===== src/rtl/iic_pkg.sv =====
// Shared call codes, tag bit positions and scheduler state encoding.
// No logic, so no latency.
// No backpressure: this package only holds constants and types.
package iic_pkg;

  // One-hot call codes driven to iic_savemod iCall
  localparam logic [1:0] CALL_NONE = 2'b00;
  localparam logic [1:0] CALL_WR   = 2'b10;
  localparam logic [1:0] CALL_RD   = 2'b01;

  // Bit positions inside iic_savemod oTag
  localparam int TAG_FULL  = 1;
  localparam int TAG_EMPTY = 0;

  typedef enum logic [1:0] {
    IDLE    = 2'd0,
    WR_WAIT = 2'd1,
    RD_WAIT = 2'd2,
    SETTLE  = 2'd3
  } state_e;

endpackage


===== src/rtl/iic_sched_buf.sv =====
// Small synchronous byte FIFO that holds producer pushes until a write call drains them.
// Latency: a pushed byte is visible at pop_dat_o one cycle after the push edge.
// Backpressure: push is dropped when full_o is high; pop is dropped when empty_o is high.
module iic_sched_buf #(
  parameter int WDEPTH = 4,
  parameter int WAW    = 2
) (
  input  logic       clk_i,
  input  logic       rst_n_i,
  input  logic       push_i,
  input  logic [7:0] push_dat_i,
  input  logic       pop_i,
  output logic [7:0] pop_dat_o,
  output logic       full_o,
  output logic       empty_o
);

  logic [7:0]     mem_q [WDEPTH];
  logic [WAW-1:0] wptr_q;
  logic [WAW-1:0] rptr_q;
  logic [WAW:0]   cnt_q;
  logic           do_push;
  logic           do_pop;

  assign full_o    = (cnt_q == (WAW+1)'(WDEPTH));
  assign empty_o   = (cnt_q == '0);
  assign do_push   = push_i & ~full_o;
  assign do_pop    = pop_i & ~empty_o;
  assign pop_dat_o = mem_q[rptr_q];

  // Pointers wrap naturally because WDEPTH is 2**WAW; the count tracks occupancy
  always_ff @(posedge clk_i) begin
    if (!rst_n_i) begin
      wptr_q <= '0;
      rptr_q <= '0;
      cnt_q  <= '0;
    end else begin
      if (do_push) wptr_q <= wptr_q + 1'b1;
      if (do_pop)  rptr_q <= rptr_q + 1'b1;
      if (do_push && !do_pop)      cnt_q <= cnt_q + 1'b1;
      else if (!do_push && do_pop) cnt_q <= cnt_q - 1'b1;
    end
  end

  // Storage needs no reset; the pointers define which entries are meaningful
  always_ff @(posedge clk_i) begin
    if (do_push) mem_q[wptr_q] <= push_dat_i;
  end

endmodule


===== src/rtl/iic_fifo_sched.sv =====
// Scheduler issuing one-hot write/read calls to iic_savemod, alternating priority when both are ready.
// Latency: push into idle system -> write call one edge after the buffer write; pop data valid the edge after iDone[0].
// Backpressure: oPushBusy when the push buffer is full, oPopBusy when the pending-pop count saturates.
module iic_fifo_sched #(
  parameter int WDEPTH = 4,
  parameter int WAW    = 2,
  parameter int PCW    = 3
) (
  input  logic       CLOCK,
  input  logic       RESET,
  input  logic       iPushReq,
  input  logic [7:0] iPushData,
  output logic       oPushBusy,
  input  logic       iPopReq,
  output logic       oPopBusy,
  output logic [7:0] oPopData,
  output logic       oPopValid,
  output logic [1:0] oCall,
  input  logic [1:0] iDone,
  output logic [7:0] oData,
  input  logic [7:0] iData,
  input  logic [1:0] iTag,
  output logic       oBusy
);
  import iic_pkg::*;

  state_e         state_q;
  logic           prio_wr_q;
  logic           settle_q;
  logic [1:0]     call_q;
  logic [7:0]     odata_q;
  logic [7:0]     popdata_q;
  logic           popvld_q;
  logic           busy_q;
  logic [PCW-1:0] pend_q;
  logic [PCW-1:0] pend_d;

  logic       buf_full;
  logic       buf_empty;
  logic [7:0] buf_head;
  logic       push_acc;
  logic       pop_acc;
  logic       wr_ok;
  logic       rd_ok;
  logic       wr_go;
  logic       rd_go;

  assign push_acc = iPushReq & ~buf_full;
  assign pop_acc  = iPopReq & ~oPopBusy;

  iic_sched_buf #(.WDEPTH(WDEPTH), .WAW(WAW)) u_buf (
    .clk_i      (CLOCK),
    .rst_n_i    (RESET),
    .push_i     (push_acc),
    .push_dat_i (iPushData),
    .pop_i      (wr_go),
    .pop_dat_o  (buf_head),
    .full_o     (buf_full),
    .empty_o    (buf_empty)
  );

  // Launch arbitration in IDLE: a lone ready side wins, a tie goes to the priority flag
  always_comb begin
    wr_ok = ~buf_empty & ~iTag[TAG_FULL];
    rd_ok = (pend_q != '0) & ~iTag[TAG_EMPTY];
    wr_go = 1'b0;
    rd_go = 1'b0;
    if (state_q == IDLE) begin
      if (wr_ok && rd_ok) begin
        wr_go = prio_wr_q;
        rd_go = ~prio_wr_q;
      end else begin
        wr_go = wr_ok;
        rd_go = rd_ok;
      end
    end
  end

  // Pending pops: count accepted requests, consume one per read launch
  always_comb begin
    pend_d = pend_q;
    if (pop_acc && !rd_go)      pend_d = pend_q + 1'b1;
    else if (!pop_acc && rd_go) pend_d = pend_q - 1'b1;
  end

  // Pending-pop counter register
  always_ff @(posedge CLOCK) begin
    if (!RESET) pend_q <= '0;
    else        pend_q <= pend_d;
  end

  // Call sequencer: one outstanding call, then a two-cycle settle before the next decision
  always_ff @(posedge CLOCK) begin
    if (!RESET) begin
      state_q   <= IDLE;
      prio_wr_q <= 1'b1;
      settle_q  <= 1'b0;
      call_q    <= CALL_NONE;
      odata_q   <= 8'h00;
      popdata_q <= 8'h00;
      popvld_q  <= 1'b0;
      busy_q    <= 1'b0;
    end else begin
      popvld_q <= 1'b0;
      case (state_q)
        IDLE: begin
          if (wr_go) begin
            odata_q <= buf_head;
            call_q  <= CALL_WR;
            busy_q  <= 1'b1;
            state_q <= WR_WAIT;
            if (rd_ok) prio_wr_q <= 1'b0;
          end else if (rd_go) begin
            call_q  <= CALL_RD;
            busy_q  <= 1'b1;
            state_q <= RD_WAIT;
            if (wr_ok) prio_wr_q <= 1'b1;
          end
        end
        WR_WAIT: begin
          if (iDone[1]) begin
            call_q   <= CALL_NONE;
            settle_q <= 1'b0;
            state_q  <= SETTLE;
          end
        end
        RD_WAIT: begin
          if (iDone[0]) begin
            popdata_q <= iData;
            popvld_q  <= 1'b1;
            call_q    <= CALL_NONE;
            settle_q  <= 1'b0;
            state_q   <= SETTLE;
          end
        end
        SETTLE: begin
          if (settle_q) begin
            busy_q  <= 1'b0;
            state_q <= IDLE;
          end else begin
            settle_q <= 1'b1;
          end
        end
        default: state_q <= IDLE;
      endcase
    end
  end

  assign oPushBusy = buf_full;
  assign oPopBusy  = &pend_q;
  assign oCall     = call_q;
  assign oData     = odata_q;
  assign oPopData  = popdata_q;
  assign oPopValid = popvld_q;
  assign oBusy     = busy_q;

endmodule

===== config.mk =====
export PLATFORM = sky130hd
export DESIGN_NAME = iic_fifo_sched
export DESIGN_NICKNAME = d
export VERILOG_FILES = /design/src/rtl/iic_pkg.sv /design/src/rtl/iic_sched_buf.sv /design/src/rtl/iic_fifo_sched.sv
export SDC_FILE = /design/constraint.sdc
export NUM_CORES = 1
export LEC_CHECK = 0
export CAP_MARGIN = 20
export CORE_MARGIN = 3
export CORE_UTILIZATION = 53
export CTS_CLUSTER_DIAMETER = 80
export DETAILED_ROUTE_END_ITERATION = 8
export GPL_TIMING_DRIVEN = 0
export PLACE_DENSITY = 0.8
export SLEW_MARGIN = 20
export SYNTH_ARGS = -nofsm -noshare
export SYNTH_HDL_FRONTEND = slang
export SYNTH_HIERARCHICAL = 1
export SYNTH_SLANG_ARGS = --single-unit

===== constraint.sdc =====
create_clock -name CLOCK -period 3.6 [get_ports CLOCK]
set_clock_uncertainty 0.05 [all_clocks]
set_input_delay 0.72 -clock CLOCK [delete_from_list [all_inputs] [get_ports CLOCK]]
set_output_delay 0.72 -clock CLOCK [all_outputs]
set_load 0.01 [all_outputs]

Word-level counts from Yosys, hierarchy flattened --
Memory sizes are Yosys's and may differ from the RTL's. A register that Yosys moved wholly into a read port is not among the register bits. Cells that the tools add are included.
Word-level totals: register bits after elaboration 26, RAM bits 32, input bits 24, logic and storage cells 101, memories kept 1
Memory list:
- u_buf.mem_q | depth 4, width 8, rd ports 1, clocked after memory_dff 1, write ports 1, line iic_sched_buf.sv:18 | logic [7:0] mem_q [WDEPTH];
Operators by class: $add $sub $neg 6, equality and inequality tests 9, muxes and demuxes 33, bitwise logic cells 12, reductions and logical operators 29
Operators with widths (number):
- 2-bit two-way mux | 9
- 1-bit two-way mux | 16
- 3-bit two-way mux | 4
- 4-bit AND reduction | 3
- 2-bit nonzero test | 5
- 3-bit AND reduction | 3
- 3-bit nonzero test | 3
- 2-bit inequality test (second input constant) | 4
- 2-bit case mux with 4 select lines | 1
- 3-bit by 1-bit adder with 3-bit output (second input constant) | 2
- 1-bit bitwise AND | 6
- 1-bit NOT | 6
- 2-bit case mux with 3 select lines | 1
- 2-bit AND reduction | 3
- 3-bit by 1-bit subtractor with 3-bit output (second input constant) | 2
- 1-bit logical AND | 5
- 1-bit zero test | 5
- 2-bit by 1-bit adder with 2-bit output (second input constant) | 2
- 2-bit equality test (second input constant) | 2
- 3-bit equality test (second input constant) | 1
- 3-bit zero test | 1
- 3-bit by 2-bit inequality test with 1-bit output (second input constant) | 1
- 1-bit case mux with 3 select lines | 1
- 2-bit by 1-bit equality test with 1-bit output (second input constant) | 1
- 2 further kinds | 2

Longest topological paths before layout --
Gate-level depths: netlist of the first run.
depth after elaboration 10, gate-level depth with buffers 13, mapped depth without buffers 11

By module --
The synthesis of the first run kept the hierarchy.
Modules (own cells, without submodules):
- iic_sched_buf | instances 1, cells an instance 90, area each 1639.1 sq um
- iic_fifo_sched | instances 1, cells an instance 142, area each 1288.7 sq um

Worst setup path before layout of the first run --
Ideal clock, no wire load.
path type input to register, start point input port iTag[0], end point register u_buf.cnt_q[2], library setup time 70 ps, data arrival time 2472 ps, data required time 3480 ps, setup slack 1008 ps, stages on the path 9, path buffers 1, cells stage by stage o31a_4 -> buf_6 -> o31ai_2 -> ha_1 -> inv_1 -> fa_1 -> xor2_1 -> or3_1 -> a21boi_1
On the way: word-level cells in the longest chain between the ends 9
RTL lines:
- start: declaration | line iic_fifo_sched.sv:22 | input logic [1:0] iTag,
- 1-bit NOT * | line iic_fifo_sched.sv:65 | rd_ok = (pend_q != '0) & ~iTag[TAG_EMPTY];
- 1-bit bitwise AND * | line iic_fifo_sched.sv:65
- 1-bit logical AND * | line iic_fifo_sched.sv:69 | if (wr_ok && rd_ok) begin
- 1-bit two-way mux * | line iic_fifo_sched.sv:69
- 1-bit two-way mux * | line iic_fifo_sched.sv:68 | if (state_q == IDLE) begin
- net wr_go | line iic_fifo_sched.sv:45 | logic wr_go;
- 1-bit bitwise AND * | line iic_sched_buf.sv:28 | assign do_pop = pop_i & ~empty_o;
- 1-bit zero test | line iic_sched_buf.sv:40 | if (do_push && !do_pop) cnt_q <= cnt_q + 1'b1;
- 1-bit logical AND | line iic_sched_buf.sv:40
- 3-bit two-way mux / 2-bit nonzero test (equally long branches)
- end signal: assignment | line iic_sched_buf.sv:40
- end signal: assignment | line iic_sched_buf.sv:41 | else if (!do_push && do_pop) cnt_q <= cnt_q - 1'b1;
- end: declaration | line iic_sched_buf.sv:21 | logic [WAW:0] cnt_q;
Mark *: on every way through the listed nets, which the timed path passes. The rest lies on a longest branch. A chain may end at the register's enable or synchronous reset.

Worst setup path after layout of the first run --
Ends and elaborated chain as after synthesis.

==> results of run 1 <==
## worst paths after layout
| kind | startpoint | end | slack [ps] | cells after the start |
|---|---|---|---|---|
| worst min register to register | oPopData[4]$_SDFFE_PN0P_ | oPopData[4]$_SDFFE_PN0P_ | 400 | 2 |
| worst max register to register | u_buf/cnt_q[0]$_SDFFE_PN0P_ | u_buf/cnt_q[2]$_SDFFE_PN0P_ | 780 | 11 |
| worst min-delay path | oPopData[4]$_SDFFE_PN0P_ | oPopData[4]$_SDFFE_PN0P_ | 400 | 2 |
| worst max-delay path | iTag[0] | u_buf/cnt_q[2]$_SDFFE_PN0P_ | 650 | 10 |
## registers in the layout, indices dropped and copies added, names as in the netlist, named ones only
signal / flops
oData: 8
oPopValid: 1
u_buf/cnt_q: 3
oCall: 2
oPopData: 8
settle_q: 1
pend_q: 3
state_q: 2
u_buf/wptr_q: 2
prio_wr_q: 1
oBusy: 1
u_buf/rptr_q: 2
u_buf/mem_q: 32
## where the power goes
group	leakage [nW]	internal, mW	switching (mW)	total (mW)
logic	0.640	0.492	0.493	0.985
registers	0.587	0.972	0.114	1.09
clock network	0.111	0.391	0.282	0.673
total	1.34	1.86	0.889	2.74
## cell type report
| class | instances | area, um2 | share of cell area |
|---|---|---|---|
| timing repair buffer | 44 | 440 | 0.120 |
| tap | 70 | 87.6 | 0.0239 |
| clock inverter | 6 | 87.6 | 0.0239 |
| inverter | 11 | 41.3 | 0.0112 |
| sequential | 68 | 1680 | 0.458 |
| buffer | 11 | 68.8 | 0.0187 |
| clock buffer | 10 | 128 | 0.0348 |
| multi-input combinational | 142 | 1140 | 0.309 |
## logic make-up (layout without fill, tap and decap cells)
kind of cell | count (synthesis) | after routing | share of synthesized area
fa+ha+maj | 12 | 12 | 0.0564
buf+inv | 22 | 82 | 0.0376
simple gates | 71 | 71 | 0.126
mux | 25 | 25 | 0.120
flops | 68 | 68 | 0.574
xor+xnor | 7 | 7 | 0.0209
compound gates | 27 | 27 | 0.0650
## metal layers
layer,global-route usage,vias to the layer above,part of all wire
met3,0.0583,4,0.061
li1,-,941,-
met1,0.238,893,0.44
met4,0.0608,0,0.0057
met2,0.326,62,0.49
met5,0,-,0
## worst max-delay path, cell delays in order
cell and delay (ps):
sky130_fd_sc_hd__clkdlybuf4s50_1 510, sky130_fd_sc_hd__o31a_4 390, sky130_fd_sc_hd__buf_6 160, sky130_fd_sc_hd__o31ai_2 100, sky130_fd_sc_hd__ha_1 260, sky130_fd_sc_hd__inv_1 70
sky130_fd_sc_hd__fa_1 370, sky130_fd_sc_hd__xor2_1 150, sky130_fd_sc_hd__or3_1 300, sky130_fd_sc_hd__a21boi_1 140
## placed cells by master, fill, tap and decap left out, types with 6 or more instances in the layout
cell type / Yosys / final
sky130_fd_sc_hd__nor2b_1: 6 / 6
sky130_fd_sc_hd__mux2i_1: 16 / 16
sky130_fd_sc_hd__inv_1: 10 / 10
sky130_fd_sc_hd__dfxtp_1: 36 / 36
sky130_fd_sc_hd__nand2_1: 22 / 22
sky130_fd_sc_hd__ha_1: 10 / 10
sky130_fd_sc_hd__nor2_1: 14 / 14
sky130_fd_sc_hd__edfxtp_1: 32 / 32
sky130_fd_sc_hd__clkbuf_8: 0 / 9
sky130_fd_sc_hd__nand3_1: 10 / 10
sky130_fd_sc_hd__a21oi_1: 10 / 10
sky130_fd_sc_hd__and2_1: 8 / 8
sky130_fd_sc_hd__mux4_2: 8 / 8
sky130_fd_sc_hd__clkbuf_1: 5 / 6
sky130_fd_sc_hd__clkdlybuf4s50_1: 0 / 44
==> metrics, run 1 <==
final slew viol count 0; arrival time worst endpoint 3170 ps; post-detailed-placement half-perimeter wirelength about 4 mm; fraction of the yosys area taken by sequential cells 0.574; post-synthesis cell type count 41; TritonCTS Buffers 9; clock slew at reported path FFs 80 ps; share of synthesized registers carrying an async set or reset 0; fraction of layout instances using a drive strength above 1 0.120; instance area at placement 0.00346 mm2; end-of-flow core utilization 0.701; layout-stage area growth over the synthesis result 25.4%; via count between 1500 and 2000; IO buf count 44; initial core utilization 0.559; FILL cells 376; Placement Setup Slack 306 ps; transition time at the pin with the least slew margin 556 ps; H-tree depth reported by CTS 3; CTS resizes 0; area of the mapped netlist 0.00293 mm2; std cell rows 26; count of warnings emitted by yosys 6; number of placed instances with taps included between 300 and 400; total power density per cell area 748 mW/mm2; width of the die 80.3 um; worst-path maximum fanout 11; max-cap viol count 0; Slew HR 0.630; final setup violation count 0; outcome complete, no violations; worst hold margin 405 ps; post-synthesis cell type with the largest combined area sky130_fd_sc_hd__edfxtp_1; via count of the first global-routing pass 1952; vertical extent of the die 80.3 um; path category of the worst min-delay check reg -> reg; fraction of post-synthesis cell area in the top cell type by area 0.328; final non-filler cell area 0.00367 mm2; crit path setup slack, layout 652 ps; worst endpoint required time 3820 ps; Core Footprint 0.00524 mm2; most numerous cell types in the synthesized netlist sky130_fd_sc_hd__dfxtp_1 (36), sky130_fd_sc_hd__edfxtp_1 (32), sky130_fd_sc_hd__nand2_1 (22), sky130_fd_sc_hd__mux2i_1 (16), sky130_fd_sc_hd__nor2_1 (14); initial antenna violation count 0; cts hold-fix bufs 0; Total Power Consumption 2.74 mW; most common cell in the synthesized netlist sky130_fd_sc_hd__dfxtp_1; Antenna Nets Post-Route 0; CTS root buffer sky130_fd_sc_hd__clkbuf_8; clk_lat worst skew 340 ps; Avg Synthesized Cell Area 12.6 um2; final weighted congestion in routability-driven placement approximately 0.76; DRC violations left 0; Final #Nets about 320; final hold violation count 0; Post-synth EDFFs 32; total routing usage reported by global routing 0.194; number of diodes added for antenna fixing 0; largest net degree at the start of global routing 13; number of vias per cell after detailed routing approximately 5.2; leakage power figure 1.34 nW; CTS tree done; Syn Nets 268; filler-free cell count of the finished design around 360; leading register cell type out of synthesis sky130_fd_sc_hd__dfxtp_1; worst supply voltage drop on vdd 480 uV; type of the worst setup path in -> reg; Clock Sink Count just under 70; RSZ-0062 raised after global routing false; initial DRC count 67; biggest area contributors in the synthesized netlist sky130_fd_sc_hd__edfxtp_1 (33%), sky130_fd_sc_hd__dfxtp_1 (25%), sky130_fd_sc_hd__mux4_2 (6.2%), sky130_fd_sc_hd__mux2i_1 (5.5%), sky130_fd_sc_hd__ha_1 (4.3%); Highest Clock Rate 0.339 GHz; Setup Fix Bufs, Post-CTS 0; CP Capture Type flop; wire length per cell after detailed routing ~15 um; global route total overflow 0; number of instances in the synthesized netlist 232; post-route fraction of the period consumed by the critical path 0.819; global-route wire length before repair 9.33 mm; kind of start point of the critical path primary input; flops & latches, synth 68; aggregate routed wire length 5.47 mm; Period minus WS final between 2000 and 3000 ps; Pre-Repair DR Iteration Count 5; Boundary Pins 46; die outline area 0.00645 mm2; summed negative setup slack over all endpoints 0 ps; CTS Buffer Depth 2
Power figures use the tool's default switching activity.
==> run 2, diff against run 1 <==
CORE_UTILIZATION = 48   (was 53)
PLACE_DENSITY = 0.76   (was 0.8)
clock period = 2.4 ns   (was 3.6 ns; I/O delays follow)
==> run 2 against run 1 <==
Register-to-register slack worse by 660 ps. Clock power up 35%. Largest power group unchanged. First-iteration DRC count down 3.0%. Critical endpoint unchanged. Cell count up 1.7%. Critical path depth up 1. Non-clock buffer count up 4.
==> metrics, run 2 (synthesis gave the netlist of run 1 again) <==
flip-flop count of the largest register, all copies and words added 32 (unchanged); die outline area 0.00707 mm2 (was 0.00645 mm2); Boundary Pins 46 (unchanged); Placement Setup Slack -540 ps (was 306 ps); post-detailed-placement half-perimeter wirelength 3.70 mm (was 3.91 mm); global-route wire length before repair 8.77 mm (was 9.33 mm); Slew HR 0.664 (was 0.630); CP Capture Type flop (unchanged); arrival time worst endpoint 2510 ps (was 3170 ps); R2R Setup Slk 120 ps (was 780 ps); global route total overflow 0 (unchanged); number of diodes added for antenna fixing 0 (unchanged); initial antenna violation count 0 (unchanged); Pre-Repair DR Iteration Count 4 (was 5); Core Footprint 0.00571 mm2 (was 0.00524 mm2); final hold violation count 0 (unchanged); final slew viol count 0 (unchanged); CTS root buffer sky130_fd_sc_hd__clkbuf_8 (unchanged); width of the die 84.1 um (was 80.3 um); register bank with the most flops u_buf/mem_q (unchanged); startpoint of the most critical setup path state_q[1]$_SDFFE_PN0P_ (was iTag[0]); number of cells on the worst reg-to-reg path 11 (unchanged); final setup violation count 0 (unchanged); TritonCTS Buffers 9 (unchanged); CTS Buffer Depth 2 (unchanged); Total Power Consumption 4.14 mW (was 2.74 mW); total routing usage reported by global routing 0.162 (was 0.194); worst-path maximum fanout 9 (was 11); crit path setup slack, layout 117 ps (was 652 ps); leakage power figure 1.36 nW (was 1.34 nW); final weighted congestion in routability-driven placement 0.744 (was 0.760); kind of start point of the critical path flop (was primary input); Worst R2R Start state_q[1]$_SDFFE_PN0P_ (was u_buf/cnt_q[0]$_SDFFE_PN0P_); worst supply voltage drop on vdd 488 uV (was 480 uV); Critical path destination u_buf/cnt_q[2]$_SDFFE_PN0P_ (unchanged); clock slew at reported path FFs 70 ps (was 80 ps); worst endpoint required time 2620 ps (was 3820 ps); proportion of power drawn by the clock network 0.219 (was 0.245); via count 1897 (was 1900); RSZ-0062 raised after global routing false (unchanged); combinational share of power 0.380 (was 0.359); CTS tree done (unchanged); Clock Sink Count 68 (unchanged); layout-stage area growth over the synthesis result 27.5% (was 25.4%); summed negative setup slack over all endpoints 0 ps (unchanged); Antenna Nets Post-Route 0 (unchanged); Int Pwr 2.77 mW (was 1.86 mW); Highest Clock Rate between 0.4 and 0.5 GHz; worst hold margin 381 ps (was 405 ps); outcome complete, no violations (unchanged); largest net degree at the start of global routing 13 (unchanged); DRC violations left 0 (unchanged); std cell rows 27 (was 26); capture point of the worst reg-to-reg path u_buf/cnt_q[2]$_SDFFE_PN0P_ (unchanged); clk_lat worst skew 340 ps (about the same); cts hold-fix bufs 0 (unchanged); initial core utilization 0.513 (was 0.559); number of placed instances with taps included 348 (was 346); max-cap viol count 0 (unchanged); filler-free cell count of the finished design 368 (was 362); P_sw 1.36 mW (was 0.889 mW); fraction of layout instances using a drive strength above 1 0.179 (was 0.120); Final #Nets 327 (was 323); via count of the first global-routing pass 1887 (was 1952); IO buf count 44 (unchanged); leading cell type in the layout, fill and taps excluded sky130_fd_sc_hd__clkdlybuf4s50_1 (unchanged); path category of the worst min-delay check in -> reg (was reg -> reg); transition time at the pin with the least slew margin 505 ps (was 556 ps); type of the worst setup path reg -> reg (was in -> reg); post-route fraction of the period consumed by the critical path 0.951; total power density per cell area 1110 mW/mm2 (was 748 mW/mm2); Period minus WS final 2280 ps; initial DRC count 65 (was 67); switching part of the total 0.329 (was 0.324); H-tree depth reported by CTS 3 (unchanged); number of vias per cell after detailed routing 5.15 (was 5.25); part of the power in registers 0.401 (was 0.396); wire length per cell after detailed routing 14.2 um (was 15.1 um); vertical extent of the die 84.1 um (was 80.3 um); highest-count cells in the layout ignoring fill and taps sky130_fd_sc_hd__clkdlybuf4s50_1 (42), sky130_fd_sc_hd__edfxtp_1 (32), sky130_fd_sc_hd__dfxtp_1 (30), sky130_fd_sc_hd__nand2_1 (22), sky130_fd_sc_hd__mux2i_1 (16) (was sky130_fd_sc_hd__clkdlybuf4s50_1 (44), sky130_fd_sc_hd__dfxtp_1 (36), sky130_fd_sc_hd__edfxtp_1 (32), sky130_fd_sc_hd__nand2_1 (22), sky130_fd_sc_hd__mux2i_1 (16)); aggregate routed wire length 5.22 mm (was 5.47 mm)
[run 2: cell count changes in the layout (fill, tap and decap cells not counted), sizes merged]
cell / before / now
clkinv: 3 / 2
bufinv: 2 / 1
buf: 6 / 10
dlymetal6s2s: 0 / 1
clkinvlp: 0 / 2
dlygate4sd2: 0 / 1
clkdlybuf4s50: 44 / 42
[run 2: how the worst min path moves through the flow]
stage                               endpoint  slack, ps  cells past startpoint                startpoint
floorplan            state_q[0]$_SDFFE_PN0P_        410                      2   state_q[0]$_SDFFE_PN0P_
global placement    oPopData[3]$_SDFFE_PN0P_        390                      2  oPopData[3]$_SDFFE_PN0P_
detailed placement  oPopData[0]$_SDFFE_PN0P_        400                      2  oPopData[0]$_SDFFE_PN0P_
CTS                 oPopData[4]$_SDFFE_PN0P_        370                      3                  iDone[0]
global route        oPopData[6]$_SDFFE_PN0P_        360                      3                  iDone[0]
finish              oPopData[4]$_SDFFE_PN0P_        380                      3                  iDone[0]
[run 2: layer usage]
layer | share of wire | up-vias | global-route usage
li1 | - | 948 | -
met1 | 0.46 | 900 | 0.194
met2 | 0.47 | 40 | 0.253
met3 | 0.049 | 9 | 0.0612
met4 | 0.022 | 0 | 0.0863
met5 | 0 | - | 0
[run 2: through the flow]
stage | instance area (um2) | util
2_1_floorplan | 2960 | -
4_1_cts | 3700 | 0.649
3_5_place_dp | 3490 | 0.611
3_3_place_gp | 3490 | 0.611
6_report | 3730 | 0.654
5_1_grt | 3730 | 0.654
[run 2: critical path, cell delays in order (launching register included)]
cell                       delay [ps]
sky130_fd_sc_hd__dfxtp_2          340
sky130_fd_sc_hd__inv_2             50
sky130_fd_sc_hd__ha_4             180
sky130_fd_sc_hd__nor3b_4          160
sky130_fd_sc_hd__o31a_4           130
sky130_fd_sc_hd__o31ai_4           70
sky130_fd_sc_hd__ha_2             230
sky130_fd_sc_hd__inv_2             40
sky130_fd_sc_hd__fa_2             350
sky130_fd_sc_hd__xor2_1           170
sky130_fd_sc_hd__or3_1            300
sky130_fd_sc_hd__a21boi_1         130
[run 2: power by group through the flow]
stage | sequential, mW | clock, mW | combinational [mW]
after detailed placement | 1.67 | 0 | 1.49
after floorplan | 1.67 | 0 | 1.06
after global routing | 1.69 | 1.00 | 1.75
after CTS | 1.65 | 0.933 | 1.54
final | 1.66 | 0.906 | 1.57
after global placement | 1.66 | 0 | 1.46
[run 2: area by class of cell]
type,instances,area (um2)
Buffer,9,50.0
Clock buffer,10,128
Clock inverter,6,63.8
Fill cell,427,1980
Inverter,11,41.3
Multi-Input combinational cell,142,1180
Sequential cell,68,1690
Tap cell,72,90.1
Timing Repair Buffer,50,487
[run 2: timing repair]
action / in CTS / in global routing
endpoints found under the setup margin: 2 / 1
pin swaps: 1 / 5
resized for setup: 4 / 9
buffers inserted: 4 / 2
==> run 3, diff against run 2 <==
CORE_ASPECT_RATIO = 1.5   (was not set)
==> run 3 against run 2 <==
Cell area up 1.4%. Count of clock-buffer cells in the layout shrank 1. Worst setup slack worse by 110 ps. Total power rose by 3.5%. Critical path type is now in -> reg. Die area grew 0.27%. Utilization down 0.88 points. Sequential power about the same. Register-to-register slack worse by 90 ps. Sequential share of layout area fell by 0.58 points. Non-clock buffer count up 3.
==> metrics, run 3 (synthesis gave the netlist of run 1 again) <==
outcome complete, no violations (unchanged); std cell rows 34 (was 27); leakage power figure 1.39 nW (was 1.36 nW); initial antenna violation count 0 (unchanged); CP max-delay cell sky130_fd_sc_hd__clkdlybuf4s50_1 (was sky130_fd_sc_hd__fa_2); Core Footprint 0.00587 mm2 (was 0.00571 mm2); width of the die 69.8 um (was 84.1 um); startpoint of the most critical setup path iPushReq (was state_q[1]$_SDFFE_PN0P_); clock slew at reported path FFs 80 ps (was 70 ps); worst hold margin 376 ps (was 381 ps); cell class contributing the biggest share of worst-path delay simple AND/OR/NAND/NOR gates (was adder cells); largest net degree at the start of global routing 15 (was 13); total routing usage reported by global routing 0.163 (was 0.162); Final #Nets 330 (was 327); leading cell type in the layout, fill and taps excluded sky130_fd_sc_hd__clkdlybuf4s50_1 (unchanged); cell breakdown of the critical path clkdlybuf4s50_1 > nor2b_2 > nor2b_4 > buf_6 > ha_2 > inv_2 > fa_2 > xor2_2 > or3_1 > a21boi_1 (was inv_2 > ha_4 > nor3b_4 > o31a_4 > o31ai_4 > ha_2 > inv_2 > fa_2 > xor2_1 > or3_1 > a21boi_1); CTS root buffer sky130_fd_sc_hd__clkbuf_8 (unchanged); Worst R2R Start u_buf/cnt_q[2]$_SDFFE_PN0P_ (was state_q[1]$_SDFFE_PN0P_); Int Pwr 2.85 mW (was 2.77 mW); final hold violation count 0 (unchanged); switching part of the total 0.334 (was 0.329); register bank with the most flops u_buf/mem_q (unchanged); aggregate routed wire length 5.44 mm (was 5.22 mm); H-tree depth reported by CTS 3 (unchanged); fraction of layout instances using a drive strength above 1 0.197 (was 0.179); transition time at the pin with the least slew margin 516 ps (was 505 ps); Antenna Nets Post-Route 0 (unchanged); clk_lat worst skew 340 ps (about the same); final slew viol count 0 (unchanged); total power density per cell area 1130 mW/mm2 (was 1110 mW/mm2); hold-critical path depth 3 (unchanged); Boundary Pins 46 (unchanged); peak per-stage delay on the critical path 460 ps (was 350 ps); die outline area 0.00709 mm2 (was 0.00707 mm2); Clock Sink Count 68 (unchanged); max-cap viol count 0 (unchanged); CTS tree done (unchanged); proportion of power drawn by the clock network 0.226 (was 0.219); number of buffers and inverters on the critical path 3 (was 2); layout-stage area growth over the synthesis result 29.4% (was 27.5%); P_sw 1.43 mW (was 1.36 mW); number of diodes added for antenna fixing 0 (unchanged); type of the worst setup path in -> reg (was reg -> reg); kind of start point of the critical path primary input (was flop); worst endpoint required time 2620 ps (about the same); global route total overflow 0 (unchanged); final weighted congestion in routability-driven placement 0.755 (was 0.744); part of the power in registers 0.385 (was 0.401); Pre-Repair DR Iteration Count 4 (unchanged); RSZ-0062 raised after global routing true (was false); CTS Buffer Depth 2 (unchanged); end-of-flow core utilization 0.645 (was 0.654); Period minus WS final 2400 ps (was 2280 ps); via count of the first global-routing pass 1951 (was 1887); initial DRC count 52 (was 65); via count 1916 (was 1897); CP Capture Type flop (unchanged); final setup violation count 0 (unchanged); IO buf count 44 (unchanged); initial core utilization 0.499 (was 0.513); R2R Setup Slk 30 ps (was 120 ps); number of vias per cell after detailed routing 5.16 (was 5.15); flip-flop count of the largest register, all copies and words added 32 (unchanged); post-route fraction of the period consumed by the critical path 0.998 (was 0.951); path category of the worst min-delay check in -> reg (unchanged); number of cells on the worst reg-to-reg path 10 (was 11); combinational share of power 0.389 (was 0.380); post-detailed-placement half-perimeter wirelength 3.79 mm (was 3.70 mm); vertical extent of the die 102 um (was 84.1 um); Slew HR 0.656 (was 0.664); highest-count cells in the layout ignoring fill and taps sky130_fd_sc_hd__clkdlybuf4s50_1 (42), sky130_fd_sc_hd__edfxtp_1 (32), sky130_fd_sc_hd__dfxtp_1 (30), sky130_fd_sc_hd__nand2_1 (22), sky130_fd_sc_hd__mux2i_1 (16) (unchanged); capture point of the worst reg-to-reg path u_buf/cnt_q[2]$_SDFFE_PN0P_ (unchanged); worst-path maximum fanout 7 (was 9); worst supply voltage drop on vdd 650 uV (was 488 uV); arrival time worst endpoint 2610 ps (was 2510 ps); TritonCTS Buffers 9 (unchanged); global-route wire length before repair 8.87 mm (was 8.77 mm); Min-Delay Endpoint oPopData[2]$_SDFFE_PN0P_ (was oPopData[4]$_SDFFE_PN0P_); startpoint of the lowest-slack hold path iDone[0] (unchanged); DRC violations left 0 (unchanged); Highest Clock Rate 0.417 GHz (was 0.438 GHz); wire length per cell after detailed routing 14.7 um (was 14.2 um)
==> run 3: through the flow <==
stage	power [mW]	cells	setup TNS, ps	setup slack, ps	area, um2
CTS	4.18	366	0	25.6	3710
global route	4.56	371	-89.7	-89.7	3790
floorplan	2.73	232	-4.53	-4.53	2960
detailed placement	3.17	348	-1150	-517	3490
global placement	3.12	348	-1090	-502	3490
finish	4.28	371	0	3.86	3790
==> run 3: area by class of cell <==
| cell class | count | area (um2) |
|---|---|---|
| Buffer | 9 | 50.0 |
| Clock buffer | 9 | 124 |
| Clock inverter | 7 | 81.3 |
| Fill cell | 456 | 2080 |
| Inverter | 11 | 41.3 |
| Multi-Input combinational cell | 142 | 1200 |
| Sequential cell | 68 | 1690 |
| Tap cell | 72 | 90.1 |
| Timing Repair Buffer | 53 | 509 |
==> run 3: worst register-to-register path: stages (launching register included) <==
cell and delay (ps):
sky130_fd_sc_hd__dfxtp_4 370, sky130_fd_sc_hd__nor3_4 280, sky130_fd_sc_hd__nor3b_4 80, sky130_fd_sc_hd__o31a_4 130, sky130_fd_sc_hd__o31ai_4 70, sky130_fd_sc_hd__ha_2 240
sky130_fd_sc_hd__inv_2 40, sky130_fd_sc_hd__fa_2 370, sky130_fd_sc_hd__xor2_2 180, sky130_fd_sc_hd__or3_1 360, sky130_fd_sc_hd__a21boi_1 130
==> run 3: how the worst max path moves through the flow <==
| stage | cells after the start | slack [ps] | endpoint |
|---|---|---|---|
| 2_1_floorplan | 13 | -5 | u_buf/cnt_q[2]$_SDFFE_PN0P_ |
| 3_3_place_gp | 10 | -500 | u_buf/cnt_q[2]$_SDFFE_PN0P_ |
| 3_5_place_dp | 10 | -520 | u_buf/cnt_q[2]$_SDFFE_PN0P_ |
| 4_1_cts | 10 | 30 | u_buf/cnt_q[2]$_SDFFE_PN0P_ |
| 5_1_grt | 11 | -90 | u_buf/cnt_q[2]$_SDFFE_PN0P_ |
| 6_report | 10 | 4 | u_buf/cnt_q[2]$_SDFFE_PN0P_ |
==> run 3: metal layers <==
metal / GRT usage / part of all wire / vias to the layer above / wire length (um)
met2: 0.298 / 0.54 / 47 / 2950
met4: 0.0767 / 0.010 / 0 / 57
li1: - / - / 955 / -
met3: 0.0606 / 0.049 / 4 / 265
met1: 0.164 / 0.40 / 910 / 2170
met5: 0 / 0 / - / 0
==> run 3: power groups by stage <==
stage | Combinational, mW | Sequential (mW) | Clock, mW
after floorplan | 1.06 | 1.67 | 0
after global placement | 1.46 | 1.66 | 0
after detailed placement | 1.49 | 1.67 | 0
after CTS | 1.53 | 1.65 | 1.00
after global routing | 1.84 | 1.68 | 1.04
final | 1.66 | 1.65 | 0.969
==> run 3: timing repair <==
item | 4_1_cts | 5_1_grt
setup endpoints to repair | 2 | 2
pin swaps | 1 | 7
resized for setup | 3 | 14
buffers inserted | 3 | 6
hold buffers | 0 | 0
